==> src/rtl/vex_pkg.sv <==
// Shared types and sizing for the Vex store, the read sequencer and the lattice PEs.
package vex_pkg;

  localparam int ADDR_W     = 13;
  localparam int DATA_W     = 64;
  localparam int LANES      = 4;
  localparam int RD_LAT     = 2;
  localparam int FIFO_DEPTH = 4;

  typedef struct packed {
    logic [LANES-1:0][DATA_W-1:0] data;
    logic [LANES-1:0]             mask;
    logic                         last;
  } beat_t;

  typedef struct packed {
    logic             vld;
    logic [LANES-1:0] mask;
    logic             last;
  } tag_t;

  // Lane mask for the final beat of a sweep; rem == 0 means the beat is full.
  function automatic logic [LANES-1:0] tail_mask(input logic [1:0] rem);
    return (rem == 2'd0) ? '1 : LANES'((1 << rem) - 1);
  endfunction

endpackage

==> src/rtl/vex_reader_if.sv <==
// Store read port plus the downstream beat stream of the Vex read sequencer.
interface vex_reader_if;
  import vex_pkg::*;

  logic [ADDR_W-1:0] vexaddr;
  logic [DATA_W-1:0] chan0, chan1, chan2, chan3;
  logic [DATA_W-1:0] out_data0, out_data1, out_data2, out_data3;
  logic [LANES-1:0]  out_mask;
  logic              out_last;
  logic              out_valid;
  logic              out_ready;

  modport master (
    output vexaddr,
    input  chan0, chan1, chan2, chan3,
    output out_data0, out_data1, out_data2, out_data3,
    output out_mask, out_last, out_valid,
    input  out_ready
  );

  modport slave (
    input  vexaddr,
    output chan0, chan1, chan2, chan3,
    input  out_data0, out_data1, out_data2, out_data3,
    input  out_mask, out_last, out_valid,
    output out_ready
  );

endinterface

==> src/rtl/vex_beat_fifo.sv <==
// Skid FIFO holding captured beats until downstream accepts them.
module vex_beat_fifo
  import vex_pkg::*;
#(
  parameter  int DEPTH = FIFO_DEPTH,
  localparam int PTR_W = (DEPTH > 1) ? $clog2(DEPTH) : 1,
  localparam int CNT_W = $clog2(DEPTH + 1)
) (
  input  logic             clk,
  input  logic             nrst,
  input  logic             push,
  input  beat_t            din,
  input  logic             pop,
  output beat_t            dout,
  output logic             empty,
  output logic [CNT_W-1:0] count
);

  beat_t            mem_q [DEPTH];
  beat_t            mem_d [DEPTH];
  logic [PTR_W-1:0] wr_ptr_q, wr_ptr_d, rd_ptr_q, rd_ptr_d;
  logic [CNT_W-1:0] count_q, count_d;
  logic             do_push, do_pop;

  function automatic logic [PTR_W-1:0] next_ptr(input logic [PTR_W-1:0] p);
    return (p == PTR_W'(DEPTH - 1)) ? '0 : p + PTR_W'(1);
  endfunction

  // A push into a full FIFO is only legal when the head leaves in the same cycle.
  always_comb begin
    mem_d    = mem_q;
    wr_ptr_d = wr_ptr_q;
    rd_ptr_d = rd_ptr_q;
    do_pop   = pop && (count_q != '0);
    do_push  = push && ((count_q != CNT_W'(DEPTH)) || do_pop);
    if (do_push) begin
      mem_d[wr_ptr_q] = din;
      wr_ptr_d        = next_ptr(wr_ptr_q);
    end
    if (do_pop) rd_ptr_d = next_ptr(rd_ptr_q);
    count_d = count_q + CNT_W'(do_push) - CNT_W'(do_pop);
  end

  always_ff @(posedge clk or negedge nrst) begin
    if (!nrst) begin
      for (int i = 0; i < DEPTH; i++) mem_q[i] <= '0;
      wr_ptr_q <= '0;
      rd_ptr_q <= '0;
      count_q  <= '0;
    end else begin
      for (int i = 0; i < DEPTH; i++) mem_q[i] <= mem_d[i];
      wr_ptr_q <= wr_ptr_d;
      rd_ptr_q <= rd_ptr_d;
      count_q  <= count_d;
    end
  end

  assign dout  = mem_q[rd_ptr_q];
  assign empty = (count_q == '0);
  assign count = count_q;

endmodule

==> src/rtl/vex_reader.sv <==
// Sweeps a range of Vex entries from the fixed-latency store and forwards 4-wide beats.
//   state   | meaning
//   IDLE    | waiting for start; an accepted start issues the first address at once
//   ISSUE   | issuing one address per cycle while credit allows
//   DRAIN   | all issued; waiting for in-flight and buffered beats to be accepted
//   DONE    | sweep finished; done pulses next cycle
module vex_reader
  import vex_pkg::*;
(
  input  logic              clk,
  input  logic              nrst,
  input  logic              start,
  input  logic [ADDR_W-1:0] first_addr,
  input  logic [ADDR_W-1:0] num_nodes,
  output logic              busy,
  output logic              done,
  vex_reader_if.master      bus
);

  localparam int CNT_W  = $clog2(FIFO_DEPTH + 1);
  localparam int BEAT_W = ADDR_W - 1;
  localparam logic [CNT_W-1:0] OCC_MAX = CNT_W'(FIFO_DEPTH);

  localparam logic [1:0] S_IDLE  = 2'd0;
  localparam logic [1:0] S_ISSUE = 2'd1;
  localparam logic [1:0] S_DRAIN = 2'd2;
  localparam logic [1:0] S_DONE  = 2'd3;

  logic [1:0]        state_q, state_d;
  logic [ADDR_W-1:0] cur_addr_q, cur_addr_d, vexaddr_q, vexaddr_d;
  logic [BEAT_W-1:0] beats_q, beats_d;
  logic [1:0]        rem_q, rem_d;
  logic [CNT_W-1:0]  occ_q, occ_d;
  logic              busy_q, busy_d, done_q, done_d;
  tag_t              tag_q [RD_LAT+1];
  tag_t              tag_d [RD_LAT+1];

  logic [BEAT_W-1:0] n_beats;
  logic [ADDR_W-1:0] issue_addr;
  logic [LANES-1:0]  issue_mask;
  logic [CNT_W-1:0]  fifo_count;
  logic              accept, issue, issue_last, push, pop, fifo_empty;
  beat_t             fifo_din, fifo_dout, head;

  assign n_beats = BEAT_W'(num_nodes >> 2) + BEAT_W'(num_nodes[1:0] != 2'd0);
  assign accept  = (state_q == S_IDLE) && start && !done_q;
  assign pop     = !fifo_empty && bus.out_ready;
  assign push    = tag_q[RD_LAT].vld;

  // occ_q counts every issued beat until it is popped, so it bounds in-flight plus buffered.
  always_comb begin
    state_d    = state_q;
    cur_addr_d = cur_addr_q;
    beats_d    = beats_q;
    rem_d      = rem_q;
    busy_d     = busy_q;
    done_d     = (state_q == S_DONE);
    issue      = 1'b0;
    issue_addr = cur_addr_q;
    issue_last = 1'b0;
    case (state_q)
      S_IDLE: begin
        if (accept) begin
          busy_d = 1'b1;
          rem_d  = num_nodes[1:0];
          if (num_nodes == '0) begin
            state_d = S_DONE;
          end else begin
            issue      = 1'b1;
            issue_addr = first_addr;
            issue_last = (n_beats == BEAT_W'(1));
            cur_addr_d = first_addr + ADDR_W'(4);
            beats_d    = n_beats - BEAT_W'(1);
            state_d    = issue_last ? S_DRAIN : S_ISSUE;
          end
        end
      end
      S_ISSUE: begin
        if ((occ_q < OCC_MAX) || pop) begin
          issue      = 1'b1;
          issue_last = (beats_q == BEAT_W'(1));
          cur_addr_d = cur_addr_q + ADDR_W'(4);
          beats_d    = beats_q - BEAT_W'(1);
          if (issue_last) state_d = S_DRAIN;
        end
      end
      S_DRAIN: begin
        if ((occ_q == fifo_count) &&
            ((fifo_count == '0) || ((fifo_count == CNT_W'(1)) && pop)))
          state_d = S_DONE;
      end
      S_DONE: begin
        busy_d  = 1'b0;
        state_d = S_IDLE;
      end
      default: state_d = S_IDLE;
    endcase

    issue_mask = issue_last ? tail_mask(accept ? num_nodes[1:0] : rem_q) : '1;
    vexaddr_d  = issue ? issue_addr : vexaddr_q;
    occ_d      = occ_q + CNT_W'(issue) - CNT_W'(pop);

    tag_d[0].vld  = issue;
    tag_d[0].mask = issue_mask;
    tag_d[0].last = issue_last;
    for (int i = 1; i <= RD_LAT; i++) tag_d[i] = tag_q[i-1];
  end

  always_ff @(posedge clk or negedge nrst) begin
    if (!nrst) begin
      state_q    <= S_IDLE;
      cur_addr_q <= '0;
      vexaddr_q  <= '0;
      beats_q    <= '0;
      rem_q      <= '0;
      occ_q      <= '0;
      busy_q     <= 1'b0;
      done_q     <= 1'b0;
      for (int i = 0; i <= RD_LAT; i++) tag_q[i] <= '0;
    end else begin
      state_q    <= state_d;
      cur_addr_q <= cur_addr_d;
      vexaddr_q  <= vexaddr_d;
      beats_q    <= beats_d;
      rem_q      <= rem_d;
      occ_q      <= occ_d;
      busy_q     <= busy_d;
      done_q     <= done_d;
      for (int i = 0; i <= RD_LAT; i++) tag_q[i] <= tag_d[i];
    end
  end

  assign fifo_din = '{data: {bus.chan3, bus.chan2, bus.chan1, bus.chan0},
                      mask: tag_q[RD_LAT].mask,
                      last: tag_q[RD_LAT].last};

  vex_beat_fifo #(.DEPTH(FIFO_DEPTH)) u_fifo (
    .clk   (clk),
    .nrst  (nrst),
    .push  (push),
    .din   (fifo_din),
    .pop   (pop),
    .dout  (fifo_dout),
    .empty (fifo_empty),
    .count (fifo_count)
  );

  // Outputs read as zero whenever no beat is presented.
  assign head          = fifo_empty ? '0 : fifo_dout;
  assign bus.out_valid = !fifo_empty;
  assign bus.out_data0 = head.data[0];
  assign bus.out_data1 = head.data[1];
  assign bus.out_data2 = head.data[2];
  assign bus.out_data3 = head.data[3];
  assign bus.out_mask  = head.mask;
  assign bus.out_last  = head.last;
  assign bus.vexaddr   = vexaddr_q;
  assign busy          = busy_q;
  assign done          = done_q;

endmodule

==> src/flat_wrapper.sv <==
// flat-port wrapper written by rule: the top's interface ports become plain ports
module vex_reader_flat import vex_pkg::*;
  (clk, nrst, start, first_addr, num_nodes, busy, done, bus_vexaddr, bus_chan0, bus_chan1, bus_chan2, bus_chan3, bus_out_data0, bus_out_data1, bus_out_data2, bus_out_data3, bus_out_mask, bus_out_last, bus_out_valid, bus_out_ready);
  vex_reader_if bus_i ();
  input  logic clk;
  input  logic nrst;
  input  logic start;
  input  logic [ADDR_W-1:0] first_addr;
  input  logic [ADDR_W-1:0] num_nodes;
  output logic busy;
  output logic done;
  output wire logic [$bits(bus_i.vexaddr)-1:0] bus_vexaddr;
  input wire logic [$bits(bus_i.chan0)-1:0] bus_chan0;
  input wire logic [$bits(bus_i.chan1)-1:0] bus_chan1;
  input wire logic [$bits(bus_i.chan2)-1:0] bus_chan2;
  input wire logic [$bits(bus_i.chan3)-1:0] bus_chan3;
  output wire logic [$bits(bus_i.out_data0)-1:0] bus_out_data0;
  output wire logic [$bits(bus_i.out_data1)-1:0] bus_out_data1;
  output wire logic [$bits(bus_i.out_data2)-1:0] bus_out_data2;
  output wire logic [$bits(bus_i.out_data3)-1:0] bus_out_data3;
  output wire logic [$bits(bus_i.out_mask)-1:0] bus_out_mask;
  output wire logic [$bits(bus_i.out_last)-1:0] bus_out_last;
  output wire logic [$bits(bus_i.out_valid)-1:0] bus_out_valid;
  input wire logic [$bits(bus_i.out_ready)-1:0] bus_out_ready;
  assign bus_vexaddr = bus_i.vexaddr;
  assign bus_i.chan0 = bus_chan0;
  assign bus_i.chan1 = bus_chan1;
  assign bus_i.chan2 = bus_chan2;
  assign bus_i.chan3 = bus_chan3;
  assign bus_out_data0 = bus_i.out_data0;
  assign bus_out_data1 = bus_i.out_data1;
  assign bus_out_data2 = bus_i.out_data2;
  assign bus_out_data3 = bus_i.out_data3;
  assign bus_out_mask = bus_i.out_mask;
  assign bus_out_last = bus_i.out_last;
  assign bus_out_valid = bus_i.out_valid;
  assign bus_i.out_ready = bus_out_ready;
  vex_reader u_core (.clk(clk), .nrst(nrst), .start(start), .first_addr(first_addr), .num_nodes(num_nodes), .busy(busy), .done(done), .bus(bus_i));
endmodule
==> config.mk <==
export PLATFORM = sky130hd
export DESIGN_NAME = vex_reader_flat
export DESIGN_NICKNAME = d
export VERILOG_FILES = /design/src/rtl/vex_pkg.sv /design/src/rtl/vex_reader_if.sv /design/src/rtl/vex_beat_fifo.sv /design/src/rtl/vex_reader.sv /design/src/flat_wrapper.sv
export SDC_FILE = /design/constraint.sdc
export NUM_CORES = 1
export LEC_CHECK = 0
export BUFFER_PORTS_ARGS = -buffer_cell sky130_fd_sc_hd__buf_2
export CAP_MARGIN = 25
export CELL_PAD_IN_SITES_DETAIL_PLACEMENT = 1
export CELL_PAD_IN_SITES_GLOBAL_PLACEMENT = 2
export CORE_MARGIN = 2
export CORE_UTILIZATION = 43
export DETAILED_ROUTE_END_ITERATION = 8
export PLACE_DENSITY = 0.81
export SLEW_MARGIN = 10
export SYNTH_ARGS = -nofsm -noshare
export SYNTH_HDL_FRONTEND = slang
export SYNTH_SLANG_ARGS = --single-unit
==> constraint.sdc <==
create_clock -name clk -period 3.62 [get_ports clk]
set_input_delay 0.362 -clock clk [delete_from_list [all_inputs] [get_ports clk]]
set_output_delay 0.362 -clock clk [all_outputs]
set_load 0.005 [all_outputs]
==> impl_metrics.ini <==
[clock_network]
cts_setup_buffers = 0
root_buffer = clkbuf_16
worstSkewPairLatency_ns = 0.72
cts_buffer_depth = 3
cts_buffers = 121
clkSinkCount = 1116
postCtsResizedCells = 0
hold_buffers = 272
htreeDepth = 3
clk_pin_slew_ns = 0.06
cts_tree = done

[global_route]
grt_max_degree = 117
grt_usage = 0.2221
grt_pass1_wl_um = 210900
antenna_found_initial = 16
grt_overflow = 0
grt_pass1_vias = 34920

[flow_run]
cap_violations = 0

[detailed_routing]
wl_per_cell_um = 23.43
first_iter_violations = 1254
ant_nets = 0
drt_first_pass_iters = 4
wl_um = 135000
drc = 0
vias = 31200
drt-vias-per-instance = 5.415

[critical_path]
worstSetupStartpointType = flop
worst-path-max-fanout = 31
critPathArrivalTime_ns = 2.89
crit_path_end_kind = output port
cp.required_ns = 3.26
path_class = flop to output port

[final_layout]
final_cell_mix = 1114 x dfrtp_1, 1010 x mux2_2, 561 x buf_2, 272 x dlygate4sd3_1, 266 x and2_1
syn_to_final_growth_pct = 22.22
final_nets = 4431
final_area_um2 = 62670
post-route-util = 0.5301
layoutNonFillerInstCount = 5762
layout_commonest_cell = dfrtp_1
drive_gt1_frac = 0.5082

[place]
place_hpwl_um = 85700
dp_slack_ns = 0.6406
gp_congestion = 0.7744
dp_cells = 5261
io_buffers = 562
postPlaceCellArea_um2 = 55860

[sta]
fin_tns_setup_ns = 0
maxSlewViolCount = 0
worst_pin_slew_ns = 0.9496
fmax_mhz = 307.3
finalHoldViolCount = 0
fin_skew_ns = 0.02678
finalSetupViolCount = 0
slew_headroom = 0.3669
layout_min_cycle_time_ns = 3.254
rsz0062_at_grt = false
setup_slack_ns = 0.3657
period_share = 0.8990

[worst_hold_path]
hold_path_class = input port to flop

[synth]
async_flop_share = 1.000
yosysSeqAreaShare = 0.5446
synth_top_flop_cell = dfrtp_1
ys_ff_latch = 1116
syn_area_per_cell_um2 = 15.58
synthesis.area_um2 = 51280
synth_cells = 3291
synthDistinctLibCells = 70
synth-edff-count = 0
syn_nets = 3602
synth_warnings = 0

[floorplan]
io_pins = 563
std_cell_rows = 126
core_um2 = 118200
die_h_um = 349.3
die_w_um = 349.3
die-area_um2 = 122000
start_util = 0.4337

[status]
status = finished clean

[power]
p_per_area_nw_per_um2 = 965.5
p_leak_nw = 27.56
ir_worst_vdd_mv = 0.5652
==> layer usage <==
metal | wire [um] | GRT usage | share of wire
met1 | 57890 | 0.2926 | 0.43
met2 | 66710 | 0.3701 | 0.49
met3 | 5648 | 0.03885 | 0.042
met4 | 4702 | 0.07935 | 0.035
met5 | 60 | 0 | 0.00044
==> cells in the mapped netlist (19+ instances only) <==
cell type / n / share of area
dfrtp_1: 1116 / 0.54
mux2_1: 41 / 0.0090
clkbuf_1: 61 / 0.0045
buf_6: 62 / 0.014
nand2_1: 59 / 0.0043
and2_1: 266 / 0.032
nor2_1: 27 / 0.0020
buf_4: 25 / 0.0037
o21ai_0: 39 / 0.0038
mux2_2: 1010 / 0.22
ha_1: 23 / 0.0056
buf_2: 57 / 0.0056
mux4_2: 261 / 0.11
inv_1: 24 / 0.0018
mux2i_1: 19 / 0.0037
==> flip-flops by register name, indices dropped and copies added (netlist names), 3 cells and up <==
signal               flops
u_core.beats_q          12
u_core.bus.vexaddr      13
u_core.cur_addr_q       13
u_core.fifo_din          5
u_core.occ_q             3
u_core.tag_d            12
u_core.u_fifo.count      3
u_core.u_fifo.mem_q   1044
==> report_power, final <==
group	leakage, nW	total [mW]	internal, mW	switching (mW)
sequential	13.4	22.1	18.7	3.33
combinational	12.2	26.0	15.0	11.1
clock	2.00	12.4	7.28	5.15
total	27.6	60.5	41.0	19.5
==> per-stage QoR <==
stage	power, mW	hold slack (ns)
after floorplan	38.66	0.06641
after global placement	47.21	0.3320
after detailed placement	48.18	0.3363
after CTS	61.21	0.008996
after global routing	64.21	0.05059
final	60.51	0.07453
==> layout make-up <==
type                       count  area, um2
antenna                       13      32.53
clock buffer                 186       3695
clock inverter                30      357.8
fill                       11450      55570
inverter                      24      90.09
multi-input combinational   1930      21860
sequential                  1116      27930
tap                         1536       1922
timing repair buffer         927       6782
==> worst paths after layout <==
path                                           startpoint                         to  slack (ns)  depth (start not counted)
worst min register to register            u_core.tag_d[1]         u_core.fifo_din[1]        0.35                          0
min in group asynchronous                            nrst   u_core.u_fifo.mem_q[553]        0.27                          2
worst max register to register          u_core.state_q[1]            u_core.occ_q[2]        0.72                         11
worst max-delay path            u_core.u_fifo.rd_ptr_q[0]           bus_out_data3[9]        0.37                          4
worst min-delay path                        bus_out_ready  u_core.u_fifo.rd_ptr_q[0]        0.07                          3
max in group asynchronous                            nrst   u_core.u_fifo.mem_q[882]        2.17                          3
==> critical path, cell delays in order, from the launching register on <==
cell	delay, ns
dfrtp_4	0.61
buf_4	0.62
mux4_2	0.60
and2_1	0.17
buf_2	0.15
==> cell families after synthesis <==
| kind of cell | after synthesis | synth area share |
|---|---|---|
| adders and majority gates | 25 | 0.006393 |
| AOI/OAI and AO/OA | 100 | 0.01366 |
| and+or+nand+nor | 446 | 0.05124 |
| muxes | 1331 | 0.3492 |
| buffers and inverters | 245 | 0.03023 |
| other | 1 | 0.00007313 |
| DFF | 1116 | 0.5446 |
| xor gates and xnor gates | 27 | 0.004612 |
Note: power is estimated with default switching activity, not from simulation.
